==> src/rtl/tpu_job_sequencer.sv <==
// Host-side job sequencer for the systolic-array top: loads the weight and input tiles,
// steps the fill/drain/run handshakes, then streams the result tile back to the host.
module tpu_job_sequencer #(
    parameter int WIDTH_HEIGHT = 16,
    parameter int TIMEOUT      = 1024
) (
    input  logic                         clk,
    input  logic                         reset,
    input  logic                         start,
    input  logic [7:0]                   in_base,
    input  logic [7:0]                   wt_base,
    input  logic [7:0]                   out_base,
    input  logic                         ld_valid,
    output logic                         ld_ready,
    input  logic [WIDTH_HEIGHT*8-1:0]    ld_data,
    output logic                         res_valid,
    input  logic                         res_ready,
    output logic [WIDTH_HEIGHT*16-1:0]   res_data,
    output logic                         busy,
    output logic                         job_done,
    output logic                         err,
    output logic [WIDTH_HEIGHT-1:0]      inputMem_wr_en,
    output logic [WIDTH_HEIGHT*8-1:0]    inputMem_wr_addr,
    output logic [WIDTH_HEIGHT*8-1:0]    inputMem_wr_data,
    output logic [WIDTH_HEIGHT-1:0]      weightMem_wr_en,
    output logic [WIDTH_HEIGHT*8-1:0]    weightMem_wr_addr,
    output logic [WIDTH_HEIGHT*8-1:0]    weightMem_wr_data,
    output logic [WIDTH_HEIGHT*8-1:0]    inputMem_rd_addr_base,
    output logic [WIDTH_HEIGHT*8-1:0]    weightMem_rd_addr_base,
    output logic [WIDTH_HEIGHT*8-1:0]    outputMem_wr_addr_base,
    output logic [WIDTH_HEIGHT-1:0]      outputMem_rd_en,
    output logic [WIDTH_HEIGHT*8-1:0]    outputMem_rd_addr,
    input  logic [WIDTH_HEIGHT*16-1:0]   outputMem_rd_data,
    output logic                         fill_fifo,
    output logic                         drain_fifo,
    output logic                         active,
    input  logic                         mem_to_fifo_done,
    input  logic                         fifo_to_arr_done,
    input  logic                         output_done
);
    localparam int              TW       = $clog2(TIMEOUT) + 1;
    localparam logic [7:0]      LAST_ROW = 8'(WIDTH_HEIGHT - 1);
    localparam logic [8:0]      ROWS     = 9'(WIDTH_HEIGHT);
    localparam logic [TW-1:0]   T_LAST   = TW'(TIMEOUT - 2);

    typedef enum logic [3:0] {
        ST_IDLE = 4'd0, ST_LD_W = 4'd1, ST_LD_I = 4'd2, ST_FILL = 4'd3,
        ST_W_FILL = 4'd4, ST_DRAIN = 4'd5, ST_W_DRAIN = 4'd6, ST_RUN = 4'd7,
        ST_W_RUN = 4'd8, ST_RD = 4'd9, ST_ERR = 4'd10
    } state_t;

    state_t                      state_q, state_d;
    logic [7:0]                  row_q, in_base_q, wt_base_q, out_base_q;
    logic [TW-1:0]               timer_q;
    logic                        err_q, job_done_q;
    logic [8:0]                  iss_q, pop_q;
    logic [1:0]                  cnt_q;
    logic                        inflight_q, wr_ptr_q, rd_ptr_q;
    logic [WIDTH_HEIGHT*16-1:0]  fifo_q [2];

    logic       beat_s, pop_s, issue_s, last_row_s, timeout_s;
    logic [2:0] occ_s;
    logic [7:0] wt_row_addr_s, in_row_addr_s, rd_row_addr_s;

    assign beat_s        = ld_ready & ld_valid;
    assign pop_s         = res_valid & res_ready;
    assign last_row_s    = (row_q == LAST_ROW);
    assign timeout_s     = (timer_q == T_LAST);
    assign wt_row_addr_s = wt_base_q + row_q;
    assign in_row_addr_s = in_base_q + row_q;
    assign rd_row_addr_s = out_base_q + iss_q[7:0];
    // A same-cycle pop frees its slot so the stream sustains one row per cycle.
    assign occ_s   = {1'b0, cnt_q} + {2'b00, inflight_q} - {2'b00, pop_s};
    assign issue_s = (state_q == ST_RD) && (iss_q < ROWS) && (occ_s < 3'd2);

    assign res_data               = fifo_q[rd_ptr_q];
    assign job_done               = job_done_q;
    assign err                    = err_q;
    assign inputMem_rd_addr_base  = {WIDTH_HEIGHT{in_base_q}};
    assign weightMem_rd_addr_base = {WIDTH_HEIGHT{wt_base_q}};
    assign outputMem_wr_addr_base = {WIDTH_HEIGHT{out_base_q}};

    // State register
    always_ff @(posedge clk or negedge reset) begin
        if (!reset) begin
            state_q <= ST_IDLE;
        end else begin
            state_q <= state_d;
        end
    end

    // Next-state logic; done flags are only looked at in the wait states
    always_comb begin
        state_d = state_q;
        case (state_q)
            ST_IDLE:    if (start) state_d = ST_LD_W; else state_d = ST_IDLE;
            ST_LD_W:    if (beat_s && last_row_s) state_d = ST_LD_I; else state_d = ST_LD_W;
            ST_LD_I:    if (beat_s && last_row_s) state_d = ST_FILL; else state_d = ST_LD_I;
            ST_FILL:    state_d = ST_W_FILL;
            ST_W_FILL:  if (mem_to_fifo_done) state_d = ST_DRAIN;
                        else if (timeout_s) state_d = ST_ERR;
                        else state_d = ST_W_FILL;
            ST_DRAIN:   state_d = ST_W_DRAIN;
            ST_W_DRAIN: if (fifo_to_arr_done) state_d = ST_RUN;
                        else if (timeout_s) state_d = ST_ERR;
                        else state_d = ST_W_DRAIN;
            ST_RUN:     state_d = ST_W_RUN;
            ST_W_RUN:   if (output_done) state_d = ST_RD;
                        else if (timeout_s) state_d = ST_ERR;
                        else state_d = ST_W_RUN;
            ST_RD:      if (pop_s && (pop_q == ROWS - 9'd1)) state_d = ST_IDLE; else state_d = ST_RD;
            ST_ERR:     state_d = ST_IDLE;
            default:    state_d = ST_IDLE;
        endcase
    end

    // Output decode: pulses, handshakes and memory-port drive
    always_comb begin
        ld_ready          = 1'b0;
        fill_fifo         = 1'b0;
        drain_fifo        = 1'b0;
        active            = 1'b0;
        busy              = (state_q != ST_IDLE);
        res_valid         = 1'b0;
        weightMem_wr_en   = '0;
        weightMem_wr_addr = '0;
        weightMem_wr_data = '0;
        inputMem_wr_en    = '0;
        inputMem_wr_addr  = '0;
        inputMem_wr_data  = '0;
        outputMem_rd_en   = '0;
        outputMem_rd_addr = '0;
        case (state_q)
            ST_LD_W: begin
                ld_ready = 1'b1;
                if (ld_valid) begin
                    weightMem_wr_en   = '1;
                    weightMem_wr_addr = {WIDTH_HEIGHT{wt_row_addr_s}};
                    weightMem_wr_data = ld_data;
                end else begin
                    weightMem_wr_en   = '0;
                end
            end
            ST_LD_I: begin
                ld_ready = 1'b1;
                if (ld_valid) begin
                    inputMem_wr_en   = '1;
                    inputMem_wr_addr = {WIDTH_HEIGHT{in_row_addr_s}};
                    inputMem_wr_data = ld_data;
                end else begin
                    inputMem_wr_en   = '0;
                end
            end
            ST_FILL:  fill_fifo  = 1'b1;
            ST_DRAIN: drain_fifo = 1'b1;
            ST_RUN:   active     = 1'b1;
            ST_RD: begin
                res_valid = (cnt_q != 2'd0);
                if (issue_s) begin
                    outputMem_rd_en   = '1;
                    outputMem_rd_addr = {WIDTH_HEIGHT{rd_row_addr_s}};
                end else begin
                    outputMem_rd_en   = '0;
                end
            end
            default: busy = (state_q != ST_IDLE);
        endcase
    end

    // Job control: latched bases, load row counter, wait timer, err and job_done flags
    always_ff @(posedge clk or negedge reset) begin
        if (!reset) begin
            in_base_q  <= 8'd0;
            wt_base_q  <= 8'd0;
            out_base_q <= 8'd0;
            row_q      <= 8'd0;
            timer_q    <= '0;
            err_q      <= 1'b0;
            job_done_q <= 1'b0;
        end else begin
            job_done_q <= (state_q == ST_RD) && (state_d == ST_IDLE);
            case (state_q)
                ST_IDLE: if (start) begin
                    in_base_q  <= in_base;
                    wt_base_q  <= wt_base;
                    out_base_q <= out_base;
                    err_q      <= 1'b0;
                    row_q      <= 8'd0;
                end
                ST_LD_W, ST_LD_I: if (beat_s) row_q <= last_row_s ? 8'd0 : row_q + 8'd1;
                ST_FILL, ST_DRAIN, ST_RUN: timer_q <= '0;
                ST_W_FILL, ST_W_DRAIN, ST_W_RUN: begin
                    timer_q <= timer_q + TW'(1);
                    if (state_d == ST_ERR) err_q <= 1'b1;
                end
                default: timer_q <= timer_q;
            endcase
        end
    end

    // Result path: read issue, one-cycle-latency capture into the 2-entry FIFO, pop
    always_ff @(posedge clk or negedge reset) begin
        if (!reset) begin
            iss_q      <= 9'd0;
            pop_q      <= 9'd0;
            cnt_q      <= 2'd0;
            inflight_q <= 1'b0;
            wr_ptr_q   <= 1'b0;
            rd_ptr_q   <= 1'b0;
            fifo_q[0]  <= '0;
            fifo_q[1]  <= '0;
        end else if ((state_q == ST_IDLE) && start) begin
            iss_q      <= 9'd0;
            pop_q      <= 9'd0;
            cnt_q      <= 2'd0;
            inflight_q <= 1'b0;
            wr_ptr_q   <= 1'b0;
            rd_ptr_q   <= 1'b0;
        end else begin
            inflight_q <= issue_s;
            cnt_q      <= cnt_q + {1'b0, inflight_q} - {1'b0, pop_s};
            if (issue_s) iss_q <= iss_q + 9'd1;
            if (inflight_q) begin
                fifo_q[wr_ptr_q] <= outputMem_rd_data;
                wr_ptr_q         <= ~wr_ptr_q;
            end
            if (pop_s) begin
                rd_ptr_q <= ~rd_ptr_q;
                pop_q    <= pop_q + 9'd1;
            end
        end
    end
endmodule

==> config.mk <==
export PLATFORM = sky130hd
export DESIGN_NAME = tpu_job_sequencer
export DESIGN_NICKNAME = d
export VERILOG_FILES = /design/src/rtl/tpu_job_sequencer.sv
export SDC_FILE = /design/constraint.sdc
export NUM_CORES = 1
export LEC_CHECK = 0
export BUFFER_PORTS_ARGS = -buffer_cell sky130_fd_sc_hd__buf_2
export CORE_AREA = 2 2 680 682
export CTS_CLUSTER_SIZE = 40
export DETAILED_ROUTE_END_ITERATION = 10
export DIE_AREA = 0 0 682 684
export SETUP_SLACK_MARGIN = 0.1
export SLEW_MARGIN = 25
export SYNTH_ARGS = -nofsm -noshare
export SYNTH_HDL_FRONTEND = slang
export SYNTH_SLANG_ARGS = --single-unit
==> constraint.sdc <==
create_clock -name clk -period 4.8 [get_ports clk]
set_input_delay 0.48 -clock clk [delete_from_list [all_inputs] [get_ports clk]]
set_output_delay 0.48 -clock clk [all_outputs]
set_load 0.01 [all_outputs]
==> out/summary.txt <==
Run status - complete, no violations
Max transition margin - 31.4%
Fin Clk Skew - 0.0623 ns
Top area cells in the synthesized netlist - dfrtp_1 (43%), mux2_2 (23%), buf_4 (17%)
Largest net degree at the start of global routing - 130
Initial antenna violation count - 232
Synth top cells by count - buf_4 (769), mux2_2 (683), dfrtp_1 (584), and2_1 (268), nand2_1 (97)
Distinct cells, synth - 52
Setup crit start kind - flop
Syn nets - 3359
Total CTS buffers - 79
Crit-path cells - nand4bb_2 -> nor2_1 -> buf_4 -> ha_1 -> inv_1 -> ha_1 -> inv_1 -> fa_1 -> nor2b_1 -> nand4_1 -> buf_4 -> nor3_1 -> buf_4 -> buf_2
Ys Warns - 0
DPL Wire Length - 218 mm
Final GP Congestion - 0.956
First-pass GRT wire length - 303 mm
Worst Hold Class - primary input to flop
Final Hold Vio Count - 0
CTS tree - done
Std-Cell Rows - 249
Slowest CP cell - fa_1
DP Cell Count - 9997
CP dominant cell by count - buf_4
RSZ-0062 raised after global routing - no
Most numerous cell in the Yosys netlist - buf_4
Clk_lat worst skew - 0.80 ns
Initial DRC Count - 1814
H-tree lvl count - 3
Routed Antenna Nets - 0
Part of the cycle the worst path needs - 90.5%
Grt ovf - 0
DR vias - 27100
Prevailing post-synth register cell - dfrtp_1
Largest area contributor in the netlist - dfrtp_1
LEAKAGE - 24.0 nW
WP data required - 4.32 ns
Min Tclk post-route - 4.34 ns
Pwr dens - 533 mW/mm2
Initial Util - 7.33%
Routed len/inst - 23.8 um
Seq cells post-synth - 584
Slew @ Worst Pin - 1.03 ns
Worst vdd ir - 365 uV
Boundary pin count - 1752
Register area share after synthesis - 43.4%
Worst path max stage delay - 0.52 ns
M3 GR Usage - 4.75%
Met2 global-route usage - 19.2%
Core area - 0.459 mm2
Via-per-instance ratio - 2.59
Met1 track demand over resource - 10.2%
Die extent in y - 684 um
Worst-path clk slew - 0.06 ns
Layout cells sized above 1 - 62.7%
Clock Sinks - 584
CP Max Fanout - 16
# nets final - 4658
Synth Area per Inst - 11.6 um2
Setup Viol. Count Final - 0
Final Instance Count excl. Fillers - 10500
Setup TNS Final - 0 ns
GRT Resource Usage Total - 10.2%
Top Usage Layer GRT - met2
Root buffer cell - clkbuf_16
IO buf count - 1751
Die ar. - 0.466 mm2
Cell area after synthesis - 0.0337 mm2
Area grow syn2layout - 49.4%
EDFF count, synth - 0
Slew Limit Fails - 0
Post-CTS Setup Bufs - 0
CTS Buffer Depth - 4
DRC violations left - 0
Vias in the first global route - 25400
Async SR Flop Fraction - 100%
WL final - 249 mm
Post-synth top area share - 43.4%
Crit path arrival time - 3.86 ns
Die X - 682 um
Mapped Cells - 2911
DRT Pass-1 Iters - 5
Crit Path Class - flop to output pin
MaxCap Viol Count - 0
Worst Setup End Kind - output pin
Max Clock Freq - 0.230 GHz
-- metal layers --
layer	wire length (um)	up-vias	part of all wire, %
li1	-	11700	-
met1	84300	13300	34
met2	130000	1502	52
met3	27200	521	11
met4	7130	76	2.9
met5	506	-	0.20
-- area by class of cell --
| type | count | area [um2] |
|---|---|---|
| Clock buffer | 103 | 2250 |
| Inverter | 11 | 51.3 |
| Fill cell | 52800 | 409000 |
| Tap cell | 6149 | 7690 |
| Multi-Input combinational cell | 1421 | 12800 |
| Timing Repair Buffer | 2113 | 12400 |
| Sequential cell | 584 | 14600 |
| Antenna cell | 41 | 103 |
| Clock inverter | 30 | 400 |
-- stage by stage --
stage               hold slack [ns]  setup slack [ns]  total power [mW]  util [%]  instance area [um2]
floorplan                     0.184             0.409              15.0         -                33700
global placement              0.463             0.562              20.6      9.74                44700
detailed placement            0.471             0.715              20.7      9.74                44700
CTS                           0.102             0.105              27.5      10.9                50200
global route                  0.169             0.124              28.5      10.9                50200
finish                        0.204             0.457              26.8      11.0                50300
-- kinds of logic (layout without fill, tap and decap cells) --
kind of cell    after synthesis  count (layout)  synth area share [%]
buf+inv                     906            2257                  18.9
mux                         770             770                  25.8
flops                       584             584                  43.4
simple gates                489             489                  8.02
compound gates               98              98                  1.82
fa+ha+maj                    32              32                  1.28
xor+xnor                     32              32                 0.833
other cells                   0              41                     0
-- critical path: cells and delay by family (launching register included) --
family,cells,cell delay [ns]
simple gates,5,0.81
fa+ha+maj,3,0.89
buf+inv,6,0.91
flops,1,0.47
-- layout by cell type, fill, tap and decap left out, types with 5 or more instances in the layout --
| master | n |
|---|---|
| o21a_1 | 6 |
| ha_1 | 28 |
| nand4_1 | 12 |
| buf_4 | 66 |
| clkinv_2 | 9 |
| buf_2 | 1750 |
| buf_12 | 15 |
| nor2_1 | 47 |
| a211oi_1 | 12 |
| bufinv_16 | 8 |
| and2_1 | 266 |
| inv_6 | 6 |
| diode_2 | 41 |
| mux2_2 | 683 |
| nand2_1 | 97 |
| o21ai_0 | 30 |
| nor3_1 | 5 |
| a21o_1 | 10 |
| clkinvlp_4 | 5 |
| xnor2_1 | 12 |
| inv_1 | 9 |
| dfrtp_1 | 578 |
| clkbuf_1 | 7 |
| clkbuf_8 | 16 |
| and3_1 | 7 |
| mux2_1 | 85 |
| a21oi_1 | 17 |
| o21bai_1 | 6 |
| clkbuf_16 | 80 |
| nand3_1 | 9 |
| xor2_1 | 20 |
| dlygate4sd3_1 | 281 |
| dfrtp_2 | 5 |
-- registers in the layout, summed over array words and instances (netlist names) --
register    cells
inflight_q      1
state_q         4
row_q           8
out_base_q      8
cnt_q           2
in_base_q       8
rd_ptr_q        1
fifo_q        512
pop_q           9
wt_base_q       8
timer_q        11
err             1
job_done        1
wr_ptr_q        1
iss_q           9
-- final timing paths --
path | slack [ns] | cells past startpoint | endpoint | startpoint
worst max-delay path | 0.46 | 14 | outputMem_rd_addr[4] | state_q[3]
worst min-delay path | 0.20 | 4 | state_q[3] | fifo_to_arr_done
worst max register to register | 1.47 | 16 | iss_q[3] | state_q[3]
worst min register to register | 0.48 | 1 | fifo_q[457] | fifo_q[457]
max in group asynchronous | 3.24 | 3 | state_q[3] | reset
min in group asynchronous | 0.30 | 2 | fifo_q[329] | reset
-- power breakdown --
part	total, mW	switching (mW)	internal [mW]
Combinational	13.1	8.29	4.83
Clock	6.24	2.52	3.72
Sequential	7.45	1.10	6.35
-- timing repair --
action,4_1_cts,5_1_grt
hold endpoints to repair,602,0
setup endpoints to repair,32,144
gates resized for setup,2,4
hold buffers,281,0
(Power assumes the default switching activity.)
